--- src/rtl/cpu_core_mc.sv ---
// Multi-cycle core: 16-bit instructions, 16 x DATA_W register file, handshaked instruction
// and data ports, sequenced FETCH -> DECODE -> EXEC -> (MEM) -> WB, with a sticky HALT.
module cpu_core_mc #(
    parameter int unsigned DATA_W  = 16,
    parameter int unsigned PC_W    = 6,
    parameter int unsigned DADDR_W = 6
) (
    input  logic               clk,
    input  logic               rst,
    output logic               imem_req,
    output logic [PC_W-1:0]    imem_addr,
    input  logic [15:0]        imem_rdata,
    input  logic               imem_ready,
    output logic               dmem_rd,
    output logic               dmem_wr,
    output logic [DADDR_W-1:0] dmem_addr,
    output logic [DATA_W-1:0]  dmem_wdata,
    input  logic [DATA_W-1:0]  dmem_rdata,
    input  logic               dmem_ready,
    output logic               halted
);

    typedef enum logic [2:0] {
        StFetch,
        StDecode,
        StExec,
        StMem,
        StWb,
        StHalt
    } state_e;

    localparam logic [3:0] OpAdd  = 4'h0;
    localparam logic [3:0] OpSub  = 4'h1;
    localparam logic [3:0] OpAnd  = 4'h2;
    localparam logic [3:0] OpOr   = 4'h3;
    localparam logic [3:0] OpXor  = 4'h4;
    localparam logic [3:0] OpAddi = 4'h5;
    localparam logic [3:0] OpLw   = 4'h6;
    localparam logic [3:0] OpSw   = 4'h7;
    localparam logic [3:0] OpCmp  = 4'h8;
    localparam logic [3:0] OpLi   = 4'h9;
    localparam logic [3:0] OpMov  = 4'hA;
    localparam logic [3:0] OpJ    = 4'hB;
    localparam logic [3:0] OpJal  = 4'hC;
    localparam logic [3:0] OpJr   = 4'hD;
    localparam logic [3:0] OpBeq  = 4'hE;
    localparam logic [3:0] OpHalt = 4'hF;

    localparam logic [PC_W-1:0]   PcOne  = PC_W'(1);
    // CMP "greater" pattern: lower half of the word set; "less" is its complement.
    localparam logic [DATA_W-1:0] LoOnes = {DATA_W{1'b1}} >> (DATA_W / 2);

    state_e              state_q, state_d;
    logic [PC_W-1:0]     pc_q, pc_d;
    logic [15:0]         ir_q, ir_d;
    logic [DATA_W-1:0]   a_q, a_d;
    logic [DATA_W-1:0]   b_q, b_d;
    logic [DATA_W-1:0]   res_q, res_d;
    logic [PC_W-1:0]     npc_q, npc_d;
    logic [DATA_W-1:0]   rf_q [16];
    logic [DATA_W-1:0]   rf_d [16];

    logic [3:0]          op, rs_idx, rt_idx, rd_idx;
    logic [DATA_W-1:0]   imm4_ext, imm8_ext, link_val;
    logic [PC_W-1:0]     jaddr, pc_inc;
    logic [DATA_W-1:0]   alu_res;
    logic [PC_W-1:0]     next_pc;
    logic                is_mem_op;
    logic                wb_has;
    logic [3:0]          wb_idx;
    logic                rf_we;

    assign op        = ir_q[15:12];
    assign rs_idx    = ir_q[11:8];
    assign rt_idx    = ir_q[7:4];
    assign rd_idx    = ir_q[3:0];
    assign imm4_ext  = {{(DATA_W - 4){ir_q[3]}}, ir_q[3:0]};
    assign imm8_ext  = {{(DATA_W - 8){ir_q[7]}}, ir_q[7:0]};
    assign jaddr     = ir_q[PC_W-1:0];
    assign pc_inc    = pc_q + PcOne;
    assign link_val  = {{(DATA_W - PC_W){1'b0}}, pc_inc};
    assign is_mem_op = (op == OpLw) || (op == OpSw);

    always_comb begin
        alu_res = '0;
        unique case (op)
            OpAdd:               alu_res = a_q + b_q;
            OpSub:               alu_res = a_q - b_q;
            OpAnd:               alu_res = a_q & b_q;
            OpOr:                alu_res = a_q | b_q;
            OpXor:               alu_res = a_q ^ b_q;
            OpAddi, OpLw, OpSw:  alu_res = a_q + imm4_ext;
            OpCmp: begin
                if (a_q == b_q) begin
                    alu_res = '1;
                end else if (a_q > b_q) begin
                    alu_res = LoOnes;
                end else begin
                    alu_res = ~LoOnes;
                end
            end
            OpLi:                alu_res = imm8_ext;
            OpMov:               alu_res = a_q;
            OpJal:               alu_res = link_val;
            default:             alu_res = '0;
        endcase
    end

    always_comb begin
        next_pc = pc_inc;
        unique case (op)
            OpJ, OpJal: next_pc = jaddr;
            OpJr:       next_pc = a_q[PC_W-1:0];
            OpBeq: begin
                if (a_q == b_q) begin
                    next_pc = pc_inc + imm4_ext[PC_W-1:0];
                end
            end
            default:    next_pc = pc_inc;
        endcase
    end

    // Destination register selection; R0 as a destination means no write at all.
    always_comb begin
        wb_has = 1'b0;
        wb_idx = '0;
        unique case (op)
            OpAdd, OpSub, OpAnd, OpOr, OpXor, OpCmp, OpMov: begin
                wb_has = 1'b1;
                wb_idx = rd_idx;
            end
            OpAddi, OpLw: begin
                wb_has = 1'b1;
                wb_idx = rt_idx;
            end
            OpLi: begin
                wb_has = 1'b1;
                wb_idx = rs_idx;
            end
            OpJal: begin
                wb_has = 1'b1;
                wb_idx = 4'hF;
            end
            default: begin
                wb_has = 1'b0;
                wb_idx = '0;
            end
        endcase
    end

    assign rf_we = (state_q == StWb) && wb_has && (wb_idx != 4'h0);

    always_comb begin
        rf_d = rf_q;
        if (rf_we) begin
            rf_d[wb_idx] = res_q;
        end
    end

    always_comb begin
        state_d = state_q;
        pc_d    = pc_q;
        ir_d    = ir_q;
        a_d     = a_q;
        b_d     = b_q;
        res_d   = res_q;
        npc_d   = npc_q;
        unique case (state_q)
            StFetch: begin
                if (imem_ready) begin
                    ir_d    = imem_rdata;
                    state_d = StDecode;
                end
            end
            StDecode: begin
                a_d     = rf_q[rs_idx];
                b_d     = rf_q[rt_idx];
                state_d = (op == OpHalt) ? StHalt : StExec;
            end
            StExec: begin
                res_d   = alu_res;
                npc_d   = next_pc;
                state_d = is_mem_op ? StMem : StWb;
            end
            StMem: begin
                if (dmem_ready) begin
                    if (op == OpLw) begin
                        res_d = dmem_rdata;
                    end
                    state_d = StWb;
                end
            end
            StWb: begin
                pc_d    = npc_q;
                state_d = StFetch;
            end
            StHalt: begin
                state_d = StHalt;
            end
            default: begin
                state_d = StFetch;
            end
        endcase
    end

    always_ff @(posedge clk or posedge rst) begin
        if (rst) begin
            state_q <= StFetch;
            pc_q    <= '0;
            ir_q    <= '0;
            a_q     <= '0;
            b_q     <= '0;
            res_q   <= '0;
            npc_q   <= '0;
            for (int i = 0; i < 16; i++) begin
                rf_q[i] <= '0;
            end
        end else begin
            state_q <= state_d;
            pc_q    <= pc_d;
            ir_q    <= ir_d;
            a_q     <= a_d;
            b_q     <= b_d;
            res_q   <= res_d;
            npc_q   <= npc_d;
            for (int i = 0; i < 16; i++) begin
                rf_q[i] <= rf_d[i];
            end
        end
    end

    // Strobes are gated by rst so an access in flight is dropped the moment reset rises.
    assign imem_req   = (state_q == StFetch) && !rst;
    assign imem_addr  = pc_q;
    assign dmem_rd    = (state_q == StMem) && (op == OpLw) && !rst;
    assign dmem_wr    = (state_q == StMem) && (op == OpSw) && !rst;
    assign dmem_addr  = res_q[DADDR_W-1:0];
    assign dmem_wdata = b_q;
    assign halted     = (state_q == StHalt);

endmodule

--- config.mk ---
export PLATFORM = sky130hd
export DESIGN_NAME = cpu_core_mc
export DESIGN_NICKNAME = d
export VERILOG_FILES = /design/src/rtl/cpu_core_mc.sv
export SDC_FILE = /design/constraint.sdc
export NUM_CORES = 1
export LEC_CHECK = 0
export BUFFER_PORTS_ARGS = -buffer_cell sky130_fd_sc_hd__buf_4
export CELL_PAD_IN_SITES_DETAIL_PLACEMENT = 1
export CELL_PAD_IN_SITES_GLOBAL_PLACEMENT = 1
export CORE_MARGIN = 4
export CORE_UTILIZATION = 52
export CTS_CLUSTER_DIAMETER = 150
export DETAILED_ROUTE_END_ITERATION = 10
export PLACE_DENSITY_LB_ADDON = 0.15
export SLEW_MARGIN = 20
export SYNTH_ARGS = -nofsm -noshare
export SYNTH_HDL_FRONTEND = slang
export SYNTH_SLANG_ARGS = --single-unit
--- constraint.sdc ---
create_clock -name clk -period 17.8 [get_ports clk]
set_input_delay 4.45 -clock clk [delete_from_list [all_inputs] [get_ports clk]]
set_output_delay 4.45 -clock clk [all_outputs]
set_load 0.02 [all_outputs]
=== Yosys cells after proc, flatten, opt, wreduce, memory -nomap -nowiden ===
Index checks and enable logic that the tools add are counted.

* Bits of input ports: 36
* Memory bits (writable): 0
* Memories: 0
* Word-level logic and storage cells: 109
* Memory bits (read-only): 0
* Flip-flop bits (word level): 335
* Latch bits: 0

* Equal/unequal tests: 24
* Divide/modulo/power cells: 0
* Bitwise operators: 6
* Muxes and demuxes: 24
* $lt $le $gt $ge: 5
* $mul: 0
* Add/sub/neg operators: 5
* Shifts and indexed selects: 0
* Reductions and logical operators: 22

{| class="wikitable"
|+ Operators by type and width
! operator !! count
|-
| $bwmux 256 || 1
|-
| $pmux 16 s10 || 1
|-
| $mux 16 || 9
|-
| $bmux 16 s4 || 2
|-
| $demux 16 s4 || 1
|-
| $add 16x16->16 || 2
|-
| $eq 4x4->1 const B || 8
|-
| $pmux 16 s2 || 1
|-
| $pmux 6 s3 || 1
|-
| $and 16x16->16 || 1
|-
| $eq 16x16->1 || 1
|-
| $eq 4x3->1 const B || 4
|-
| $gt 16x16->1 || 1
|-
| $or 16x16->16 || 1
|-
| $pmux 4 s4 || 1
|-
| $sub 16x16->16 || 1
|-
| $xor 16x16->16 || 1
|-
| $ge 5x5->1 const B || 3
|-
| $not 4->5 || 3
|-
| $pmux 3 s5 || 1
|-
| $mux 3 || 4
|-
| $reduce_or 11->1 || 1
|-
| $eq 4x2->1 const B || 2
|-
| $logic_and 1x1->1 || 8
|-
| 21 further kinds || 27
|}

=== Logic depth before layout (Yosys ltp) ===
* Depth in word-level cells: 9
* Depth in mapped cells: 15
* Depth with buffers taken out: 13

=== Worst setup path before layout ===
Ideal clock, no wire load.

* Kind: in2out
* From: input rst
* To: output dmem_rd
* Arrival: 12,546 ps
* Path slack: 804 ps
* Stages on the path: 2
* Data required time: 13,350 ps
* Cells stage by stage: inv_1 > and4_1

* Word-level cells in the longest chain between the ends: 2

{| class="wikitable"
|+ Ends and longest elaborated chain
! element !! line !! source
|-
| start: declaration || 9 || <nowiki>input logic rst,</nowiki>
|-
| $logic_not 1->1 || 235 || <nowiki>assign dmem_rd = (state_q == StMem) && (op == OpLw) && !rst;</nowiki>
|-
| $logic_and 1x1->1 || 235 ||
|-
| end: declaration || 14 || <nowiki>output logic dmem_rd,</nowiki>
|}

No other way between the ends.

=== Worst setup path in the final report ===
Same ends and word-level chain as after synthesis.

==> out/metrics.csv <==
metric,value,unit
die_w,207,um
relSlewSlack,23.1,%
rsz0062_at_grt,no,
fin_worst_skew,0.0189,ns
clk_pin_slew_worst_paths,0.06,ns
hpwlAfterDp,42400,um
drc,0,
worst_pin_slew,1.15,ns
cts_sinks,335,
synth_top_family_by_area,multiplexers,
cp.required,13.35,ns
p_total,4.35,mW
synth_fa_ha_area_share,4.71,%
multi_input_area,0.0113,mm^2
synth_compound_area_share,8.95,%
slew_viol_final,0,
clkLatencyLatePin,0.56,ns
path_class,input port to output pin,
postSynthAreaPerCell,12.7,um^2
first_iter_violations,1119,
cts_buffers,39,
drt.antenna.violating_nets,0,
power_density,192,mW/mm^2
ys_warn_count,0,
muxShareOfSynthArea,33.2,%
final_area,0.0227,mm^2
cts_hold_buf,0,
pre_cts_ws,7.54,ns
wl,65200,um
synth_ff_type,dfrtp_1,
synthTopCellsByArea,"dfrtp_1, mux4_2, mux2_2",
grt_pass1_wl,100000,um
busiest_layer,met2,
crit_arrival,5.74,ns
io_buffers,67,
yosysUniqueCellTypes,73,
use_met1,40.0,%
hold_path.class,flip-flop to flip-flop,
overflow,0,
die_h,207,um
antenna_found_initial,0,
viasPerCell,6.64,
finalSetupTns,0,ns
period_minus_slack,10.19,ns
synth_edf_count,0,
syn-cell-area,0.0206,mm^2
cts_tree,built,
postSynth.asyncResetShare,100,%
ctsRootBufferMaster,clkbuf_16,
post_cts.repair.setup_buffers,0,
io_pins,68,
wl_per_cell,30.1,um
maxCapViolCount,0,
grt_pass1_vias,15700,
finalNetCount,1731,
gp_congestion,0.897,
synth_xor_area_share,1.15,%
start_util,52.9,%
fmax,98.1,MHz
grt_util_all_layers,30.3,%
end_kind,output pin,
synth_cells,1626,
setup_ws,7.61,ns
hold_slack,0.399,ns
yosys.area_share.simple,6.78,%
hold_violations,0,
core.rowCount,72,
syn-num-nets,1737,
ir_worst_vdd,108,uV
ys_seq_area_share,40.7,%
ys_ff_latch,335,
cp_max_fo,126,
die_area,0.0429,mm^2
status,completed,
grt_max_degree,127,
drive_above_1_share,37.3,%
cts_max_level,2,
first_pass_iters,5,
setup_viol,0,
vias,14400,
placedInstanceArea,0.0213,mm^2
p_leak,10.2,nW
finalCritPeriodShare,57.2,%
cp-start-kind,input port,
use_met2,49.0,%
clock_path_buffers,3,
grt_use_met3,7.22,%
synth_top_cell_by_area,dfrtp_1,
diodes,0,
final.fill_count,3865,
core,0.0389,mm^2
ctsResizeCount,0,
post-synth-top-area-fraction,40.7,%
seq_area,0.00839,mm^2
syn2layout_area_growth,10.0,%
-- critical path: stages --
cell and delay, ns:
buf_4 0.14, inv_8 0.60, and4_1 0.35, buf_4 0.15
-- area by class of cell --
cell class / instances / share of cell area, %
Timing Repair Buffer: 92 / 3.06
Clock buffer: 53 / 4.90
Clock inverter: 16 / 1.08
Tap cell: 518 / 2.86
Multi-Input combinational cell: 1089 / 50.0
Inverter: 63 / 1.08
Sequential cell: 335 / 37.0
-- cell families (layout without fill, tap and decap cells) --
family / Yosys count / count (layout)
buf+inv: 202 / 224
compound gates: 281 / 281
xor+xnor: 27 / 27
simple gates: 270 / 270
mux: 435 / 435
flops: 335 / 335
fa+ha+maj: 76 / 76
-- state kept, by name (all words and copies together), names as in the netlist --
register	cells
a_q	16
imem_addr	6
dmem_wdata	16
res_q	16
state_q	3
ir_q	16
npc_q	6
rf_q	256
-- cell usage in the layout (no fill, tap or decap), types with 8 or more instances in the layout --
cell type / instances
dfrtp_1: 331
mux2_2: 227
mux4_2: 160
buf_4: 91
nand2_1: 79
ha_1: 72
o21ai_0: 67
inv_1: 61
nor2_1: 57
a21oi_1: 56
clkbuf_16: 41
mux2_4: 40
a21o_1: 27
nand3_1: 23
xnor2_1: 19
nand2b_1: 15
o22ai_1: 14
nor2b_1: 13
nor3_1: 12
a22oi_1: 12
a211oi_1: 12
a31oi_1: 11
a221oi_1: 10
o221ai_1: 10
and3_1: 9
xor2_1: 8
mux2i_1: 8
a32oi_1: 8
clkbuf_1: 8
-- final timing paths --
check / start / to / slack (ns) / cells past startpoint
max in group asynchronous: rst / ir_q[8] / 11.37 / 4
min in group asynchronous: rst / state_q[1] / 4.08 / 2
min reg2reg: rf_q[253] / rf_q[253] / 0.40 / 0
max reg2reg: ir_q[14] / res_q[9] / 12.89 / 12
min: rf_q[253] / rf_q[253] / 0.40 / 0
max: rst / dmem_rd / 7.61 / 4
-- cells in the mapped netlist (all sizes together), types with 19 or more instances --
cell type	count
clkbuf	84
mux2	267
a21oi	57
ha	72
nand3	24
inv	62
o21ai	70
xnor2	19
a21o	27
dfrtp	335
buf	55
nor2	66
nand2	79
mux4	160
-- through the flow --
step / utilization, % / instances
floorplan: - / 1626
global placement: 54.7 / 2097
detailed placement: 54.7 / 2097
CTS: 58.2 / 2166
global route: 58.2 / 2166
finish: 58.2 / 2166
-- where the power goes --
group	switching, mW	internal (mW)	leakage (nW)
Combinational	1.17	0.961	5.06
Sequential	0.365	0.997	4.51
Clock	0.334	0.525	0.656
-- per-layer routing --
| metal | wire length [um] | part of all wire, % |
|---|---|---|
| met1 | 27200 | 42 |
| met2 | 31100 | 48 |
| met3 | 4160 | 6.4 |
| met4 | 2730 | 4.2 |
| met5 | 0 | 0 |
Power figures use the tool's default switching activity.
